## src/rtl/lcd_char_writer_if.sv

```systemverilog
// Character stream into the LCD writer: one ASCII byte per valid/ready handshake.
// A byte transfers on the rising clk edge where char_valid && char_ready. The source holds
// char_data stable while char_valid is high, and char_ready may depend combinationally on other inputs.
interface lcd_char_writer_if;
  logic [7:0] char_data;
  logic       char_valid;
  logic       char_ready;

  modport master (output char_data, output char_valid, input char_ready);
  modport slave  (input char_data, input char_valid, output char_ready);
endinterface

```

## src/rtl/lcd_char_writer.sv

```systemverilog
// HD44780 8-bit write-only character driver: power-up init, E-pulse timing, column tracking, clear.
// Optional LCD_AUTO_WRAP_EN: emits DDRAM address commands when the column reaches 16 or wraps to 0.
module lcd_char_writer #(
  parameter int SETUP_CYCLES      = 2,
  parameter int E_PULSE_CYCLES    = 12,
  parameter int CMD_WAIT_CYCLES   = 2500,
  parameter int CLEAR_WAIT_CYCLES = 100000,
  parameter int POWERUP_CYCLES    = 750000
) (
  input  logic                clk,
  input  logic                reset,
  lcd_char_writer_if.slave    chr,
  input  logic                clear_req,
  output logic                busy,
  output logic                lcd_rs,
  output logic                lcd_rw,
  output logic                lcd_e,
  output logic [7:0]          lcd_db,
  output logic [4:0]          col,
  output logic [1:0]          init_idx,
  output logic [2:0]          fsm_state
);

  localparam int MAX_A = (SETUP_CYCLES > E_PULSE_CYCLES) ? SETUP_CYCLES : E_PULSE_CYCLES;
  localparam int MAX_B = (CMD_WAIT_CYCLES > CLEAR_WAIT_CYCLES) ? CMD_WAIT_CYCLES : CLEAR_WAIT_CYCLES;
  localparam int MAX_C = (MAX_A > MAX_B) ? MAX_A : MAX_B;
  localparam int MAX_CYC = (MAX_C > POWERUP_CYCLES) ? MAX_C : POWERUP_CYCLES;
  localparam int CW = $clog2(MAX_CYC + 1);

  typedef enum logic [2:0] {
    S_POWERUP = 3'd0,
    S_INIT    = 3'd1,
    S_IDLE    = 3'd2,
    S_SETUP   = 3'd3,
    S_PULSE   = 3'd4,
    S_WAIT    = 3'd5
  } state_t;

  state_t        state;
  logic [CW-1:0] cnt;
  logic [CW-1:0] wait_last;
  logic          init_done;
  logic [4:0]    col_next;

  function automatic logic [7:0] init_byte(input logic [1:0] idx);
    case (idx)
      2'd0:    init_byte = 8'h38;
      2'd1:    init_byte = 8'h0C;
      2'd2:    init_byte = 8'h01;
      default: init_byte = 8'h06;
    endcase
  endfunction

  // The clear command needs the long execution time; everything else uses the short one.
  always_comb begin
    wait_last = CW'(CMD_WAIT_CYCLES - 1);
    if (!lcd_rs && lcd_db == 8'h01) wait_last = CW'(CLEAR_WAIT_CYCLES - 1);
  end

  assign col_next       = col + 5'd1;
  assign chr.char_ready = (state == S_IDLE) && !clear_req;
  assign busy           = (state != S_IDLE);
  assign lcd_rw         = 1'b0;
  assign fsm_state      = state;

  always_ff @(posedge clk) begin
    if (reset) begin
      state     <= S_POWERUP;
      cnt       <= '0;
      lcd_e     <= 1'b0;
      lcd_rs    <= 1'b0;
      lcd_db    <= 8'h00;
      col       <= 5'd0;
      init_idx  <= 2'd0;
      init_done <= 1'b0;
    end else begin
      case (state)
        S_POWERUP: begin
          if (cnt == CW'(POWERUP_CYCLES - 1)) begin
            cnt   <= '0;
            state <= S_INIT;
          end else begin
            cnt <= cnt + 1'b1;
          end
        end
        S_INIT: begin
          lcd_rs <= 1'b0;
          lcd_db <= init_byte(init_idx);
          cnt    <= '0;
          state  <= S_SETUP;
        end
        S_IDLE: begin
          cnt <= '0;
          if (clear_req) begin
            lcd_rs <= 1'b0;
            lcd_db <= 8'h01;
            col    <= 5'd0;
            state  <= S_SETUP;
          end else if (chr.char_valid) begin
            lcd_rs <= 1'b1;
            lcd_db <= chr.char_data;
            state  <= S_SETUP;
          end
        end
        S_SETUP: begin
          if (cnt == CW'(SETUP_CYCLES - 1)) begin
            cnt   <= '0;
            lcd_e <= 1'b1;
            state <= S_PULSE;
          end else begin
            cnt <= cnt + 1'b1;
          end
        end
        S_PULSE: begin
          if (cnt == CW'(E_PULSE_CYCLES - 1)) begin
            cnt   <= '0;
            lcd_e <= 1'b0;
            state <= S_WAIT;
          end else begin
            cnt <= cnt + 1'b1;
          end
        end
        S_WAIT: begin
          if (cnt == wait_last) begin
            cnt <= '0;
            if (!init_done) begin
              if (init_idx == 2'd3) begin
                init_done <= 1'b1;
                col       <= 5'd0;
                state     <= S_IDLE;
              end else begin
                init_idx <= init_idx + 2'd1;
                state    <= S_INIT;
              end
            end else if (lcd_rs) begin
              col <= col_next;
`ifdef LCD_AUTO_WRAP_EN
              // Address commands go straight to SETUP so busy never drops in between.
              if (col_next == 5'd16) begin
                lcd_rs <= 1'b0;
                lcd_db <= 8'hC0;
                state  <= S_SETUP;
              end else if (col_next == 5'd0) begin
                lcd_rs <= 1'b0;
                lcd_db <= 8'h80;
                state  <= S_SETUP;
              end else begin
                state <= S_IDLE;
              end
`else
              state <= S_IDLE;
`endif
            end else begin
              state <= S_IDLE;
            end
          end else begin
            cnt <= cnt + 1'b1;
          end
        end
        default: state <= S_POWERUP;
      endcase
    end
  end

endmodule

```

## src/flat_wrapper.sv

```systemverilog
// flat-port wrapper written by rule: the top's interface ports become plain ports
module lcd_char_writer_flat 
#(
  parameter int SETUP_CYCLES      = 2,
  parameter int E_PULSE_CYCLES    = 12,
  parameter int CMD_WAIT_CYCLES   = 2500,
  parameter int CLEAR_WAIT_CYCLES = 100000,
  parameter int POWERUP_CYCLES    = 750000
)
  (clk, reset, clear_req, busy, lcd_rs, lcd_rw, lcd_e, lcd_db, col, init_idx, fsm_state, chr_char_data, chr_char_valid, chr_char_ready);
  lcd_char_writer_if chr_i ();
  input  logic clk;
  input  logic reset;
  input  logic clear_req;
  output logic busy;
  output logic lcd_rs;
  output logic lcd_rw;
  output logic lcd_e;
  output logic [7:0] lcd_db;
  output logic [4:0] col;
  output logic [1:0] init_idx;
  output logic [2:0] fsm_state;
  input wire logic [$bits(chr_i.char_data)-1:0] chr_char_data;
  input wire logic [$bits(chr_i.char_valid)-1:0] chr_char_valid;
  output wire logic [$bits(chr_i.char_ready)-1:0] chr_char_ready;
  assign chr_i.char_data = chr_char_data;
  assign chr_i.char_valid = chr_char_valid;
  assign chr_char_ready = chr_i.char_ready;
  lcd_char_writer #(.SETUP_CYCLES(SETUP_CYCLES), .E_PULSE_CYCLES(E_PULSE_CYCLES), .CMD_WAIT_CYCLES(CMD_WAIT_CYCLES), .CLEAR_WAIT_CYCLES(CLEAR_WAIT_CYCLES), .POWERUP_CYCLES(POWERUP_CYCLES)) u_core (.clk(clk), .reset(reset), .chr(chr_i), .clear_req(clear_req), .busy(busy), .lcd_rs(lcd_rs), .lcd_rw(lcd_rw), .lcd_e(lcd_e), .lcd_db(lcd_db), .col(col), .init_idx(init_idx), .fsm_state(fsm_state));
endmodule
```

## config.mk

```make
export PLATFORM = sky130hd
export DESIGN_NAME = lcd_char_writer_flat
export DESIGN_NICKNAME = d
export VERILOG_FILES = /design/src/rtl/lcd_char_writer_if.sv /design/src/rtl/lcd_char_writer.sv /design/src/flat_wrapper.sv
export SDC_FILE = /design/constraint.sdc
export NUM_CORES = 1
export LEC_CHECK = 0
export ABC_AREA = 1
export CORE_MARGIN = 2
export CORE_UTILIZATION = 49
export CTS_BUF_LIST = sky130_fd_sc_hd__clkbuf_8
export DETAILED_ROUTE_END_ITERATION = 8
export PLACE_DENSITY_LB_ADDON = 0.05
export REMOVE_ABC_BUFFERS = 1
export SYNTH_ARGS = -nofsm -noshare
export SYNTH_HDL_FRONTEND = slang
export SYNTH_SLANG_ARGS = --single-unit
```

## constraint.sdc

```tcl
create_clock -name clk -period 2.15 [get_ports clk]
set_input_delay 0.43 -clock clk [delete_from_list [all_inputs] [get_ports clk]]
set_output_delay 0.43 -clock clk [all_outputs]
set_load 0.005 [all_outputs]
```

# Yosys cells after proc, flatten, opt, wreduce, memory -nomap -nowiden
# Cells that the tools add are included.
# word_totals
regBits,41
output_inout_bits,23
word_cells,85
# op_classes
add_sub_neg,3
n_eq_ne,22
mux,33
bitwise_logic,2
n_reduce_logical,17
# op_table
op,n
$pmux 20 s5,1
$mux 20,4
$mux 5,5
$add 20x1->20 const B,1
$eq 20x1->1 const B,1
$eq 20x17->1,1
$eq 20x20->1 const B,1
$eq 20x4->1 const B,1
$mux 3,6
$pmux 3 s6,1
$pmux 6 s3,1
$mux 17,1
$mux 8,2
$pmux 8 s2,1
$pmux 5 s2,1
$reduce_and 5->1,2
$eq 8x1->1 const B,1
$ne 2x1->1 const B,4
$eq 3x2->1 const B,2
$eq 3x3->1 const B,2
$mux 1,6
$ne 3x2->1 const B,2
$reduce_bool 2->1,3
$add 5x1->5 const B,1
other kinds (19),26

# Depth between registers and ports, before layout
# logic_depth
depth_word,6
ltp_mapped,13

# Worst setup path after synthesis
# OpenSTA, ideal clock, no wires.
# synth_path
path_type,reg2reg
startpoint,reg u_core.cnt[0]
endpoint,reg u_core.cnt[16]
setup_time_ps,132
t_arrival_ps,1550
required_time_ps,2018
setup_slack_ps,468
path_stages_with_launch,12
n_path_buf,1
cell_sequence,dfxtp_1 > ha_1 > nand2_1 > nor2_1 > nand4_1 > nor2_1 > nand2_1 > nand2_2 > buf_6 > nor2_1 > nand2_1 > a21oi_1
# synth_via
elab_chain_cells,3
word_cells_on_any_way,10
classes_between,add/sub (1); eq/ne (4); mux (5)
# synth_rtl
item,line_no,source
start: declaration,lcd_char_writer.sv:40,logic [CW-1:0] cnt;
start signal: assignment,lcd_char_writer.sv:83,cnt <= cnt + 1'b1;
start signal: assignment,lcd_char_writer.sv:111,cnt <= cnt + 1'b1;
start signal: assignment,lcd_char_writer.sv:120,cnt <= cnt + 1'b1;
"$add 20x1->20, or another cell as far along",--,
"$mux 20, on equally long branches",--,
$pmux 20 s5 (*),lcd_char_writer.sv:77,case (state)
# Mark *: on every way between the ends. The rest lies on a longest branch, timed or not.
# A chain may end at the register's enable or synchronous reset.

# Final worst setup path
# layout_path
startpoint,"reg u_core.state[2], in the netlist u_core.fsm_state[2]"
endpoint,out chr_char_ready
# layout_via
elab_chain_cells,2
# layout_rtl
item,line_no,source
start: declaration,lcd_char_writer.sv:39,state_t state;
start signal: assignment,lcd_char_writer.sv:68,state <= S_POWERUP;
start signal: assignment,lcd_char_writer.sv:81,state <= S_INIT;
start signal: assignment,lcd_char_writer.sv:90,state <= S_SETUP;
$eq 3x2->1,lcd_char_writer.sv:61,assign chr.char_ready = (state == S_IDLE) && !clear_req;
$logic_and 1x1->1,lcd_char_writer.sv:61,
end: declaration,flat_wrapper.sv:25,output wire logic [$bits(chr_i.char_ready)-1:0] chr_char_ready;
# No other way between the ends.

==> impl_metrics.json <==
{
  "min_path_type": "flop to flop",
  "ir_drop_mv": 0.286,
  "reg2reg_depth": 7,
  "holdPathEnd": "u_core.lcd_e$_SDFFE_PP0P_",
  "overflow": 0,
  "nets": 509,
  "p_int_mw": 1.27,
  "synth_warnings": 0,
  "grtUsageMet3": 0.0409,
  "worst_slack_ps": 101,
  "dp_slack_ps": 168,
  "min_period_over_period": 0.953,
  "grt_pass1_wl_um": 12000,
  "p_leak_nw": 1.25,
  "io_buffers": 33,
  "yosys-top-cells-count": "138 x nand2_1, 68 x nor2_1, 46 x inv_1",
  "area_growth_pct": 19.2,
  "rsz0062_at_grt": "false",
  "crit_path_start_kind": "flop",
  "syn_area_per_cell_um2": 5.97,
  "p_sw_uw": 339,
  "clock.fmax_mhz": 488,
  "whs_ps": 481,
  "switching_share": 0.211,
  "die_x_um": 78.8,
  "antenna_found_initial": 0,
  "fp.dieH_um": 78.8,
  "clkPwrFrac": 0.477,
  "ant_nets": 0,
  "grt_pass1_vias": 2630,
  "period_minus_slack_ps": 2050,
  "dpl.hpwl_um": 5190,
  "cts.clk_slew.worst_paths_ps": 90,
  "final_util": 0.601,
  "pin_count": 35,
  "seq_power_share": 0.478,
  "fin_tns_setup_ps": 0,
  "top_usage_layer": "met2",
  "setup_viol": 0,
  "clk_latency_ps": 300,
  "row_count": 27,
  "crit_path_end_kind": "primary output",
  "p_comb_frac": 0.044,
  "core_um2": 5440,
  "start_util": 0.504,
  "rr_endpoint": "u_core.cnt[0]$_SDFFE_PP0P_",
  "finalMaxSlewViolations": 0,
  "skew_ps": 7.32,
  "layout-drive-gt1-share": 0.0733,
  "grt_use_total": 0.239,
  "wire_per_inst_um": 12.5,
  "required_ps": 1720,
  "dieArea_um2": 6210,
  "drc": 0,
  "path_class": "flop to primary output",
  "firstDrtPassIters": 5,
  "syn_inst": 459,
  "use_met2": 0.368,
  "cts_buffers": 5,
  "ys_types": 30,
  "multi_input_area_um2": 1640,
  "yosysSeqAreaShare": 0.299,
  "post_cts_buffers": 0,
  "ctsLongestPathBuffers": 2,
  "min_delay_path_depth": 2,
  "vias_per_cell": 5.17,
  "synth_top_area_frac": 0.299,
  "clockRootBuffer": "clkbuf_8",
  "worstPathArrival_ps": 1620,
  "maxCapViolCount": 0,
  "outcome": "finished, final reports clean",
  "routed_wl_um": 7030,
  "worstHoldStart": "u_core.lcd_e$_SDFFE_PP0P_",
  "r2r_start": "u_core.fsm_state[1]$_SDFFE_PP0P_",
  "final_hold_viol_count": 0,
  "cts_tree": "yes",
  "via_count": 2909,
  "ys_ff_latch": 41,
  "grt_max_degree": 21,
  "synth_area_leaders": "dfxtp_1 30%, nand2_1 19%, nor2_1 9.3%",
  "htree_num_levels": 2,
  "synth-edff-count": 0,
  "syn_area_um2": 2740,
  "synth_top_cell_by_area": "dfxtp_1",
  "grt_use_met1": 0.344,
  "rrSetupSlack_ps": 260,
  "synth_flop_cell": "dfxtp_1",
  "cts_sinks": 41,
  "synth_most_common_cell": "nand2_1",
  "drt_iter0_markers": 149,
  "globalplace.congestion": 0.929,
  "p_per_area_nw_per_um2": 491,
  "async_flop_share": 0,
  "diodes": 0,
  "fill_cells": 553,
  "area.sequential_um2": 822,
  "crit_fanout": 7,
  "cts_hold_buf": 0
}
-- per-stage QoR --
stage                     std cells  instance area (um2)  power, mW
final                           563                 3270       1.60
after global routing            563                 3270       1.66
after CTS                       563                 3250       1.62
after detailed placement        555                 3110      0.856
after global placement          555                 3110      0.856
after floorplan                 444                 2650      0.809
-- worst max-delay path, cell delays in order (launching register included) --
cell             delay (ps)
dfxtp_1                 390
nor2_2                  160
nand2_2                 120
nor2_2                  130
clkdlybuf4s50_1         520
-- how the worst max path moves through the flow --
stage                                startpoint                          endpoint  cells past startpoint
2_1_floorplan        u_core.cnt[0]$_SDFFE_PP0P_  u_core.fsm_state[0]$_SDFFE_PP0P_                     10
3_3_place_gp                          clear_req                    chr_char_ready                      3
3_5_place_dp                          clear_req                    chr_char_ready                      3
4_1_cts        u_core.fsm_state[0]$_SDFFE_PP0P_                    chr_char_ready                      4
5_1_grt        u_core.fsm_state[2]$_SDFFE_PP0P_                    chr_char_ready                      4
6_report       u_core.fsm_state[2]$_SDFFE_PP0P_                    chr_char_ready                      4
-- registers in the layout, indices dropped and copies added (netlist names) --
register          count
u_core.fsm_state      3
u_core.cnt           20
u_core.init_idx       2
u_core.lcd_e          1
u_core.lcd_rs         1
u_core.init_done      1
u_core.lcd_db         8
u_core.col            5
-- per-layer routing --
| metal | vias to the layer above | share of wire |
|---|---|---|
| met1 | 1290 | 0.50 |
| met5 | - | 0 |
| li1 | 1529 | - |
| met4 | 0 | 0.010 |
| met3 | 7 | 0.055 |
| met2 | 83 | 0.44 |
-- timing repair --
action | CTS | global route
gates cloned | 0 | 0
endpoints found under the setup margin | 1 | 8
gates resized for setup | 1 | 6
-- final cells by class --
cell class | instances | share of cell area
Clock buffer | 5 | 0.0211
Sequential cell | 41 | 0.252
Multi-Input combinational cell | 350 | 0.502
Tap cell | 72 | 0.0276
Clock inverter | 3 | 0.0211
Timing Repair Buffer | 39 | 0.115
Inverter | 53 | 0.0620
-- logic make-up (layout without fill, tap and decap cells) --
kind of cell    count (synthesis)  in the layout  synth area share
buf+inv                        68            100             0.108
fa+ha+maj                       7              7            0.0319
compound gates                 63             63             0.121
xor+xnor                        4              4            0.0128
simple gates                  275            275             0.426
other cells                     1              1           0.00137
flops                          41             41             0.299
-- power groups by stage --
stage / Sequential [mW] / Combinational [mW] / Clock [mW]
floorplan: 0.787 / 0.0225 / 0
global placement: 0.786 / 0.0700 / 0
detailed placement: 0.786 / 0.0705 / 0
CTS: 0.768 / 0.0706 / 0.778
global route: 0.769 / 0.0790 / 0.812
finish: 0.768 / 0.0707 / 0.766
-- placed cells by master, fill, tap and decap left out, drive strengths merged --
| cell | count |
|---|---|
| clkinvlp | 1 |
| nand3b | 1 |
| buf | 6 |
| a21oi | 42 |
| nor2 | 70 |
| nor4 | 4 |
| ha | 7 |
| nand2 | 142 |
| inv | 52 |
| conb | 1 |
| nand3 | 34 |
| clkdlybuf4s50 | 33 |
| o21ai | 13 |
| o22ai | 1 |
| o211ai | 2 |
| dfxtp | 41 |
| a31oi | 5 |
| clkbuf | 5 |
| bufinv | 2 |
| nor3 | 15 |
| nand4 | 9 |
| clkinv | 1 |
| xor2 | 4 |
Note: power is estimated with default switching activity, not from simulation.
